===== src/rtl/jtcps1_obj_pkg.sv =====
// jtcps1_obj_pkg: shared state encoding, attribute field positions and defaults for the object line drawer
package jtcps1_obj_pkg;
    typedef enum logic [3:0] {
        IDLE, RD_ATTR, RD_CODE, RD_Y, RD_X, CHECK, REQ, DRAW, NEXT
    } state_t;
    localparam int M_HI = 15;
    localparam int M_LO = 12;
    localparam int N_HI = 11;
    localparam int N_LO = 8;
    localparam int VFLIP_BIT = 6;
    localparam int HFLIP_BIT = 5;
    localparam logic [7:0] END_MARK = 8'hFF;
    localparam logic [3:0] DEF_TRANSP = 4'hF;
    localparam int DEF_MAXH = 448;
    function automatic logic [7:0] byte_rev(input logic [7:0] b);
        for (int i = 0; i < 8; i++) byte_rev[i] = b[7-i];
    endfunction
endpackage


===== src/rtl/jtcps1_obj_pxl_unpack.sv =====
// jtcps1_obj_pxl_unpack: holds one 8-pixel ROM word and emits one 4bpp colour per shift, honouring hflip
module jtcps1_obj_pxl_unpack
    import jtcps1_obj_pkg::*;
(
    input  logic        clk,
    input  logic        rst_n,
    input  logic        load_i,
    input  logic        shift_i,
    input  logic        hflip_i,
    input  logic [31:0] data_i,
    output logic [3:0]  colour_o
);
    logic [31:0] word_q, word_d, load_w;
    // hflip is folded in at load by mirroring each plane byte, so shifting is always towards the MSB
    always_comb begin
        load_w = hflip_i ? {byte_rev(data_i[31:24]), byte_rev(data_i[23:16]),
                            byte_rev(data_i[15:8]), byte_rev(data_i[7:0])} : data_i;
        word_d = load_i ? load_w : shift_i ? (word_q << 1) & 32'hFEFE_FEFE : word_q;
    end
    // plane word register
    always_ff @(posedge clk or negedge rst_n)
        if (!rst_n) word_q <= '0;
        else        word_q <= word_d;
    assign colour_o = {word_q[31], word_q[23], word_q[15], word_q[7]};
endmodule


===== src/rtl/jtcps1_obj_line_draw.sv =====
// jtcps1_obj_line_draw: scans the object table for one line and draws n x m 4bpp sprite rows into the line buffer
module jtcps1_obj_line_draw
    import jtcps1_obj_pkg::*;
#(
    parameter int         AW     = 10,
    parameter int         ROMW   = 20,
    parameter int         HW     = 9,
    parameter int         MAXH   = DEF_MAXH,
    parameter int         PALW   = 5,
    parameter logic [3:0] TRANSP = DEF_TRANSP
) (
    input  logic            clk,
    input  logic            rst_n,
    input  logic [7:0]      vrender,
    input  logic            start,
    output logic            done,
    output logic [AW-1:0]   table_addr,
    input  logic [15:0]     table_data,
    output logic [HW-1:0]   buf_addr,
    output logic [PALW+3:0] buf_data,
    output logic            buf_wr,
    output logic [ROMW-1:0] rom_addr,
    output logic            rom_half,
    input  logic [31:0]     rom_data,
    output logic            rom_cs,
    input  logic            rom_ok
);
    localparam logic [HW:0] MAXH_W = (HW+1)'(MAXH);

    state_t            state_q, obj_done_st;
    logic [AW-1:0]     table_addr_q;
    logic [15:0]       attr_q, code_q, y_q, x_q, pattr_q, pcode_q, py_q, px_q;
    logic [7:0]        row_q, row_d;
    logic [3:0]        k_q, m, n, vt, ht, vsub, colour;
    logic [2:0]        cnt_q;
    logic              half_q, pend_q, done_q, buf_wr_q, rom_cs_q, rom_half_q;
    logic [HW-1:0]     pos_q, buf_addr_q;
    logic [PALW+3:0]   buf_data_q;
    logic [ROMW-1:0]   rom_addr_q, rom_addr_d;
    logic [15:0]       code_eff;
    logic              vflip, hflip, dup, at_end, clip, rom_take;

    // tile geometry, ROM address and end/clip decisions derived from the latched object
    always_comb begin
        m           = attr_q[M_HI:M_LO];
        n           = attr_q[N_HI:N_LO];
        vflip       = attr_q[VFLIP_BIT];
        hflip       = attr_q[HFLIP_BIT];
        row_d       = vrender - y_q[7:0];
        vt          = vflip ? m - row_q[7:4] : row_q[7:4];
        vsub        = row_q[3:0] ^ {4{vflip}};
        ht          = hflip ? n - k_q : k_q;
        code_eff    = code_q + {12'd0, ht} + {8'd0, vt, 4'd0};
        rom_addr_d  = ROMW'({code_eff, vsub});
        dup         = {attr_q, code_q, y_q, x_q} == {pattr_q, pcode_q, py_q, px_q};
        at_end      = table_addr_q == '1;
        obj_done_st = at_end ? IDLE : RD_ATTR;
        clip        = {1'b0, pos_q} >= MAXH_W && {1'b0, x_q[HW-1:0]} < MAXH_W;
        rom_take    = state_q == REQ && rom_cs_q && rom_ok;
    end

    jtcps1_obj_pxl_unpack u_unpack (
        .clk      (clk),
        .rst_n    (rst_n),
        .load_i   (rom_take),
        .shift_i  (state_q == DRAW),
        .hflip_i  (hflip),
        .data_i   (rom_data),
        .colour_o (colour)
    );

    // scan FSM: table address always leads the word being captured by one cycle to hide RAM latency
    always_ff @(posedge clk or negedge rst_n)
        if (!rst_n) begin
            state_q      <= IDLE;
            table_addr_q <= '1;
            {attr_q, code_q, y_q, x_q}     <= '0;
            {pattr_q, pcode_q, py_q, px_q} <= '0;
            row_q        <= '0;
            k_q          <= '0;
            cnt_q        <= '0;
            half_q       <= 1'b0;
            pend_q       <= 1'b0;
            done_q       <= 1'b0;
            buf_wr_q     <= 1'b0;
            rom_cs_q     <= 1'b0;
            rom_half_q   <= 1'b0;
            pos_q        <= '0;
            buf_addr_q   <= '0;
            buf_data_q   <= '0;
            rom_addr_q   <= '0;
        end else begin
            done_q   <= 1'b0;
            buf_wr_q <= 1'b0;
            if (start && state_q != IDLE) begin
                state_q      <= IDLE;
                table_addr_q <= '1;
                rom_cs_q     <= 1'b0;
                pend_q       <= 1'b1;
            end else case (state_q)
                IDLE: if (start || pend_q) begin
                    pend_q       <= 1'b0;
                    table_addr_q <= table_addr_q - 1'b1;
                    {pattr_q, pcode_q, py_q, px_q} <= '0;
                    state_q      <= RD_ATTR;
                end
                RD_ATTR: if (table_data[15:8] == END_MARK) begin
                    table_addr_q <= '1;
                    done_q       <= 1'b1;
                    state_q      <= IDLE;
                end else begin
                    attr_q       <= table_data;
                    table_addr_q <= table_addr_q - 1'b1;
                    state_q      <= RD_CODE;
                end
                RD_CODE: begin
                    code_q       <= table_data;
                    table_addr_q <= table_addr_q - 1'b1;
                    state_q      <= RD_Y;
                end
                RD_Y: begin
                    y_q          <= table_data;
                    table_addr_q <= table_addr_q - 1'b1;
                    state_q      <= RD_X;
                end
                RD_X: begin
                    x_q     <= table_data;
                    state_q <= CHECK;
                end
                CHECK: begin
                    {pattr_q, pcode_q, py_q, px_q} <= {attr_q, code_q, y_q, x_q};
                    row_q   <= row_d;
                    k_q     <= '0;
                    half_q  <= 1'b0;
                    pos_q   <= x_q[HW-1:0];
                    state_q <= row_d[7:4] <= m && !dup ? REQ : obj_done_st;
                    done_q  <= !(row_d[7:4] <= m && !dup) && at_end;
                end
                REQ: if (!rom_cs_q) begin
                    rom_cs_q   <= 1'b1;
                    rom_addr_q <= rom_addr_d;
                    rom_half_q <= half_q ^ hflip;
                end else if (rom_ok) begin
                    rom_cs_q <= 1'b0;
                    cnt_q    <= '0;
                    state_q  <= DRAW;
                end
                DRAW: begin
                    buf_addr_q <= pos_q;
                    buf_data_q <= {attr_q[PALW-1:0], colour};
                    buf_wr_q   <= colour != TRANSP && {1'b0, pos_q} < MAXH_W;
                    pos_q      <= pos_q + 1'b1;
                    cnt_q      <= cnt_q + 1'b1;
                    if (cnt_q == 3'd7) state_q <= NEXT;
                end
                NEXT: if (!half_q) begin
                    half_q  <= 1'b1;
                    state_q <= REQ;
                end else if (k_q == n || clip) begin
                    state_q <= obj_done_st;
                    done_q  <= at_end;
                end else begin
                    k_q     <= k_q + 1'b1;
                    half_q  <= 1'b0;
                    state_q <= REQ;
                end
                default: state_q <= IDLE;
            endcase
        end

    assign done       = done_q;
    assign table_addr = table_addr_q;
    assign buf_addr   = buf_addr_q;
    assign buf_data   = buf_data_q;
    assign buf_wr     = buf_wr_q;
    assign rom_addr   = rom_addr_q;
    assign rom_half   = rom_half_q;
    assign rom_cs     = rom_cs_q;
endmodule


===== config.mk =====
export PLATFORM = sky130hd
export DESIGN_NAME = jtcps1_obj_line_draw
export DESIGN_NICKNAME = d
export VERILOG_FILES = /design/src/rtl/jtcps1_obj_pkg.sv /design/src/rtl/jtcps1_obj_pxl_unpack.sv /design/src/rtl/jtcps1_obj_line_draw.sv
export SDC_FILE = /design/constraint.sdc
export NUM_CORES = 1
export LEC_CHECK = 0
export ABC_AREA = 1
export CAP_MARGIN = 30
export CORE_ASPECT_RATIO = 0.9
export CORE_MARGIN = 5
export CORE_UTILIZATION = 58
export DETAILED_ROUTE_END_ITERATION = 7
export HOLD_SLACK_MARGIN = 0.02
export PLACE_DENSITY = 0.8
export SLEW_MARGIN = 20
export SYNTH_ARGS = -nofsm -noshare
export SYNTH_HDL_FRONTEND = slang
export SYNTH_SLANG_ARGS = --single-unit

===== constraint.sdc =====
create_clock -name clk -period 3.5 [get_ports clk]
set_input_delay 0.7 -clock clk [delete_from_list [all_inputs] [get_ports clk]]
set_output_delay 0.7 -clock clk [all_outputs]
set_load 0.1 [all_outputs]

Yosys cells after proc, flatten, opt, wreduce, memory -nomap -nowiden
Index checks and enable logic that the tools add are counted.
- register bits: 242
- input bits: 60
- logic and storage cells: 152
- $add $sub $neg: 9
- magnitude comparators: 4
- eq/ne operators: 23
- multiplexer cells: 49
- bitwise gates (word level): 5
- reductions and logical operators: 38
- operators with widths (cell ; number):
    one-hot mux 16 bit (2 select lines) ; 4
    2-to-1 mux 32 bit ; 3
    equality test 64 bit ; 1
    2-to-1 mux 4 bit ; 9
    one-hot mux 4 bit (9 select lines) ; 1
    2-to-1 mux 10 bit ; 3
    one-hot mux 10 bit (3 select lines) ; 1
    < comparator 9 bit, second input constant ; 2
    one-hot mux 9 bit (2 select lines) ; 1
    AND reduction 2 bit ; 9
    adder 16 x 4 -> 16 bit ; 1
    adder 16 x 8 -> 16 bit ; 1
    equality test 4 x 3 -> 1 bit, second input constant ; 4
    2-to-1 mux 1 bit ; 16
    2-to-1 mux 16 bit ; 1
    nonzero test 2 bit ; 8
    2-to-1 mux 3 bit ; 5
    AND reduction 4 bit ; 3
    equality test 10 bit, second input constant ; 1
    != test 2 bit, second input constant ; 5
    subtractor 10 x 1 -> 10 bit, second input constant ; 1
    adder 9 x 1 -> 9 bit, second input constant ; 1
    greater-or-equal comparator 9 bit, second input constant ; 1
    AND reduction 3 bit ; 3
    28 further kinds ; 43

Depth between registers and ports, before layout
- depth after elaboration: 7
- gate-level depth with buffers: 21
- mapped depth without buffers: 21

Hierarchy
From an unflattened synthesis, not the netlist that was laid out.
- cell total of the unflattened synthesis: 1674
- area, all modules: 12772.2 sq um
- by module, submodules not included (module ; times used ; cells each ; area each (sq um) ; sequential area each (sq um)):
    jtcps1_obj_line_draw ; 1 ; 1401 ; 10901.7 ; 5267.6
    jtcps1_obj_pxl_unpack ; 1 ; 273 ; 1870.5 ; 800.8

Worst setup path after synthesis
Ideal clock, no wire load.
- kind: input port to flip-flop
- from: input port vrender[2]
- to: register state_q[0]
- arrival time: 2.805 ns
- required time: 3.384 ns
- setup slack: 0.578 ns
- stages on the path: 20
- path buffers: 0
- cell sequence: ha_1 > nand2_1 > nor2_1 > a211oi_1 > nor2_1 > o21ai_0 > nand2_1 > xor2_1 > inv_1 > ha_1 > a21oi_1 > o21ai_0 > o21ai_0 > nand2_1 > nand2_1 > nand2_1 > nand2_1 > nand2_1 > nand2_1 > nand2_1
- word-level cells in the longest chain between the ends: 6
- RTL lines (element ; RTL line ; text):
    start: declaration ; jtcps1_obj_line_draw.sv:14 ; input logic [7:0] vrender,
    subtractor 8 bit ; jtcps1_obj_line_draw.sv:49 ; row_d = vrender - y_q[7:0];
    via row_d[5] ; jtcps1_obj_line_draw.sv:33 ; logic [7:0] row_q, row_d;
    <= comparator 4 bit ; jtcps1_obj_line_draw.sv:136 ; state_q <= row_d[7:4] <= m && !dup ? REQ : obj_done_st;
    logical AND 1 bit ; jtcps1_obj_line_draw.sv:136 ;
    2-to-1 mux 3 bit ; jtcps1_obj_line_draw.sv:136 ;
    one-hot mux 4 bit (9 select lines) ; jtcps1_obj_line_draw.sv:100 ; end else case (state_q)
    2-to-1 mux 4 bit ; jtcps1_obj_line_draw.sv:95 ; if (start && state_q != IDLE) begin
    end signal: assignment ; jtcps1_obj_line_draw.sv:136 ;
    end signal: assignment ; jtcps1_obj_line_draw.sv:160 ; state_q <= obj_done_st;
    end: declaration ; jtcps1_obj_line_draw.sv:30 ; state_t state_q, obj_done_st;
The timed path passes the listed nets, and every way through them passes these cells.
A chain may end at the register's enable or synchronous reset.

Worst setup path after layout
- from: register attr_q[8]
- to: register rom_addr_q[19], in the netlist rom_addr[19]
- word-level cells in the longest chain between the ends: 4
- RTL lines (element ; RTL line ; text):
    start: declaration ; jtcps1_obj_line_draw.sv:32 ; logic [15:0] attr_q, code_q, y_q, x_q, pattr_q, pcode_q, py_q, px_q;
    start signal: assignment ; jtcps1_obj_line_draw.sv:112 ; attr_q <= table_data;
    subtractor 4 bit ; jtcps1_obj_line_draw.sv:52 ; ht = hflip ? n - k_q : k_q;
    2-to-1 mux 4 bit ; jtcps1_obj_line_draw.sv:52 ;
    adder 16 x 4 -> 16 bit ; jtcps1_obj_line_draw.sv:53 ; code_eff = code_q + {12'd0, ht} + {8'd0, vt, 4'd0};
    adder 16 x 8 -> 16 bit ; jtcps1_obj_line_draw.sv:53 ;
    end signal: assignment ; jtcps1_obj_line_draw.sv:141 ; rom_addr_q <= rom_addr_d;
    end: declaration ; jtcps1_obj_line_draw.sv:39 ; logic [ROMW-1:0] rom_addr_q, rom_addr_d;
Every way passes these cells.

==> out/results.txt <==
Run status: finished clean
Synth cell count leaders: nand2_1, dfrtp_1, inv_1
Tmin final: 3.22 ns
R2R setup slack: 0.28 ns
Largest net degree at the start of global routing: 92
Post-Route WL: 31.5 mm
Startpoint class of the critical path: flop
Vias in the first global route: 10.4k
Max rail drop VDD: 601 µV
Worst Path Max Fanout: 5
Gr ovfl total: 0
Starting density of the core: 58.5%
Gr usage total: 25.8%
Ys flop type: dfrtp_1
Share of cells above drive strength 1: 7.31%
P_sw: 0.00712 W
Total I/O pin count: 112
Post-Synthesis Cells: 1572
Max Freq: 0.311 GHz
Mapped cell area: 12600 µm²
Unrepaired setup endpoints after global routing: no
Die height: 150 µm
Ys Warns: 0
Fin. Hold Viols: 0
Internal: 0.00783 W
Sequential share of the synthesized area: 48.2%
Nets: 1773
Syn-to-layout area delta: 18.4%
Fin area: 14900 µm²
CTS max path bufs: 3
Final GP Congestion: 0.880
Most frequent cell after synthesis: nand2_1
P_leak: 7.30 nW
Min-delay worst type: in -> async
DR iter-0 viols: 933
I/O Buffers: 111
Area after DPL: 14000 µm²
RR Endpoint: rom_addr[19]$_DFFE_PN0P_
Slew headroom: 32.2%
Syn Area/Cell: 8.01 µm²
Clk_skew: 0.00846 ns
Combinational share of power: 49.3%
Detailed Routing Iterations Pass 1: 5
Crit Path Class: reg -> reg
Count of distinct cell types in the synthesized netlist: 46
# Max-Cap Violations: 0
Crit. End Element: flop
Crit path DAT: 3.64 ns
Clk sinks: 242
Final setup violating endpoints: 0
Worst EP required: 3.92 ns
Die area: 24700 µm²
Synth top area share: 46.1%
CTS Root Cell: clkbuf_16
Initial antenna violation count: 0
First-pass GRT wire length: 51.8 mm
Leading area contributor after synthesis: dfrtp_1
Die X: 165 µm
Reg2Reg Depth: 16
Hold Slack: 0.160 ns
Total power: 0.0150 W
Reg clk slew, reported paths: 0.06 ns
Core Area: 21500 µm²
CTS tree: built
Clk_lat worst skew: 0.53 ns
Tcrit/Tclk final: 92.0%
Dpl hpwl: 21.8 mm
Clock share of power: 19.4%
Vias: 10.8k
TritonCTS Buffers: 26
Final Max Slew Viols: 0
Remaining antenna violation count: 0
Worst Tran Pin Value: 1.01 ns
Routed len/inst: 15.8 µm
Reg-to-reg startpoint: attr_q[8]$_DFFE_PN0P_
Seq pwr share: 31.4%
Htree depth: 1
Async SR Flop Fraction: 100%
Synth area leaders: dfrtp_1, nand2_1, o21ai_0
Post-route DRC: 0
Power Density: 1000 nW/µm²
Hold buffer count at CTS: 0
Syn_nets: 1668
Rows: 51
Switching Share: 47.7%
Number of synthesized register bits: 242
Vias per cell: 5.43
Number of flops mapped to enable cells by yosys: 0
[cells in the final DEF (no fill, tap or decap), drive strengths merged, types with 14 or more instances in the layout]
master / n
clkbuf: 36
ha: 32
xor2: 28
nor2: 76
dfrtp: 232
xnor2: 14
o21ai: 204
a21oi: 37
nor3: 15
o211ai: 33
clkdlybuf4s50: 99
inv: 237
nand2: 432
nand3: 102
buf: 39
o221ai: 29
[through the flow]
step	TNS [ns]	util [%]	setup slack, ns	std cells
global placement	-0.560	64.9	-0.203	1938
CTS	0	69.2	0.288	1986
finish	0	69.3	0.280	1989
detailed placement	-0.679	64.9	-0.234	1938
global route	0	69.3	0.0670	1988
floorplan	0	-	0.578	1572
[power by group through the flow]
stage	registers (W)	clock network (W)	logic [W]
4_1_cts	0.00468	0.00293	0.00734
5_1_grt	0.00483	0.00306	0.00811
3_3_place_gp	0.00466	0	0.00708
2_1_floorplan	0.00626	0	0.00383
3_5_place_dp	0.00471	0	0.00727
6_report	0.00469	0.00289	0.00736
[worst max-delay path, stage by stage, from the launching register on]
cell and delay, ns:
dfrtp_1 0.39, inv_1 0.08, ha_1 0.23, fa_1 0.40
xor2_1 0.22, a21oi_1 0.14, ha_1 0.37, nand3_1 0.08
nand2_1 0.11, a21oi_1 0.11, o21bai_1 0.21, a21boi_0 0.12
buf_4 0.16, nor2_1 0.23, nand3_1 0.12, nand3_1 0.10
nand2_1 0.05
[cells by family after synthesis]
kind of cell | synth area share (%)
flip-flops | 48.2
buffers and inverters | 9.31
AND/OR/NAND/NOR | 21.2
XOR/XNOR | 2.92
AO/OA/AOI/OAI | 14.5
adder cells (fa/ha/maj) | 3.82
[worst max path at each step]
| stage | from | endpoint | slack (ns) | depth (start not counted) |
|---|---|---|---|---|
| 4_1_cts | attr_q[8]$_DFFE_PN0P_ | rom_addr[19]$_DFFE_PN0P_ | 0.29 | 16 |
| 3_3_place_gp | vrender[0] | state_q[0]$_DFFE_PN0P_ | -0.20 | 19 |
| 6_report | attr_q[8]$_DFFE_PN0P_ | rom_addr[19]$_DFFE_PN0P_ | 0.28 | 16 |
| 5_1_grt | attr_q[8]$_DFFE_PN0P_ | rom_addr[19]$_DFFE_PN0P_ | 0.07 | 16 |
| 3_5_place_dp | vrender[0] | state_q[0]$_DFFE_PN0P_ | -0.23 | 19 |
| 2_1_floorplan | vrender[2] | state_q[0]$_DFFE_PN0P_ | 0.58 | 20 |
[per-layer routing]
metal / up-vias / GRT usage, % / share of wire (%)
li1: 5284 / - / -
met1: 5119 / 36.9 / 44
met2: 334 / 41.5 / 46
met3: 54 / 4.21 / 6.7
met4: 0 / 6.65 / 2.3
met5: - / 0 / 0
[flip-flops by register name, indices dropped and copies added, names as in the netlist, 3 cells and up]
name             count
attr_q              16
buf_addr             9
buf_data             9
cnt_q                3
code_q              16
k_q                  4
pattr_q             16
pcode_q             16
pos_q                9
px_q                16
py_q                16
rom_addr            20
row_q                8
state_q              4
table_addr          10
u_unpack.word_q     32
x_q                 16
y_q                 16
[cell type report]
cell class	instances	area, µm²
fill	1754	6600
sequential	242	6070
multi-input combinational	1032	5350
timing repair buffer	138	1320
inverter	237	892
clock buffer	36	739
tap	291	364
clock inverter	12	168
antenna	1	2.50
[repair_timing]
item                       4_1_cts  5_1_grt
gates resized for setup          0        2
setup endpoints to repair        0        2
buffers inserted                 0        0
Note: power is estimated with default switching activity, not from simulation.
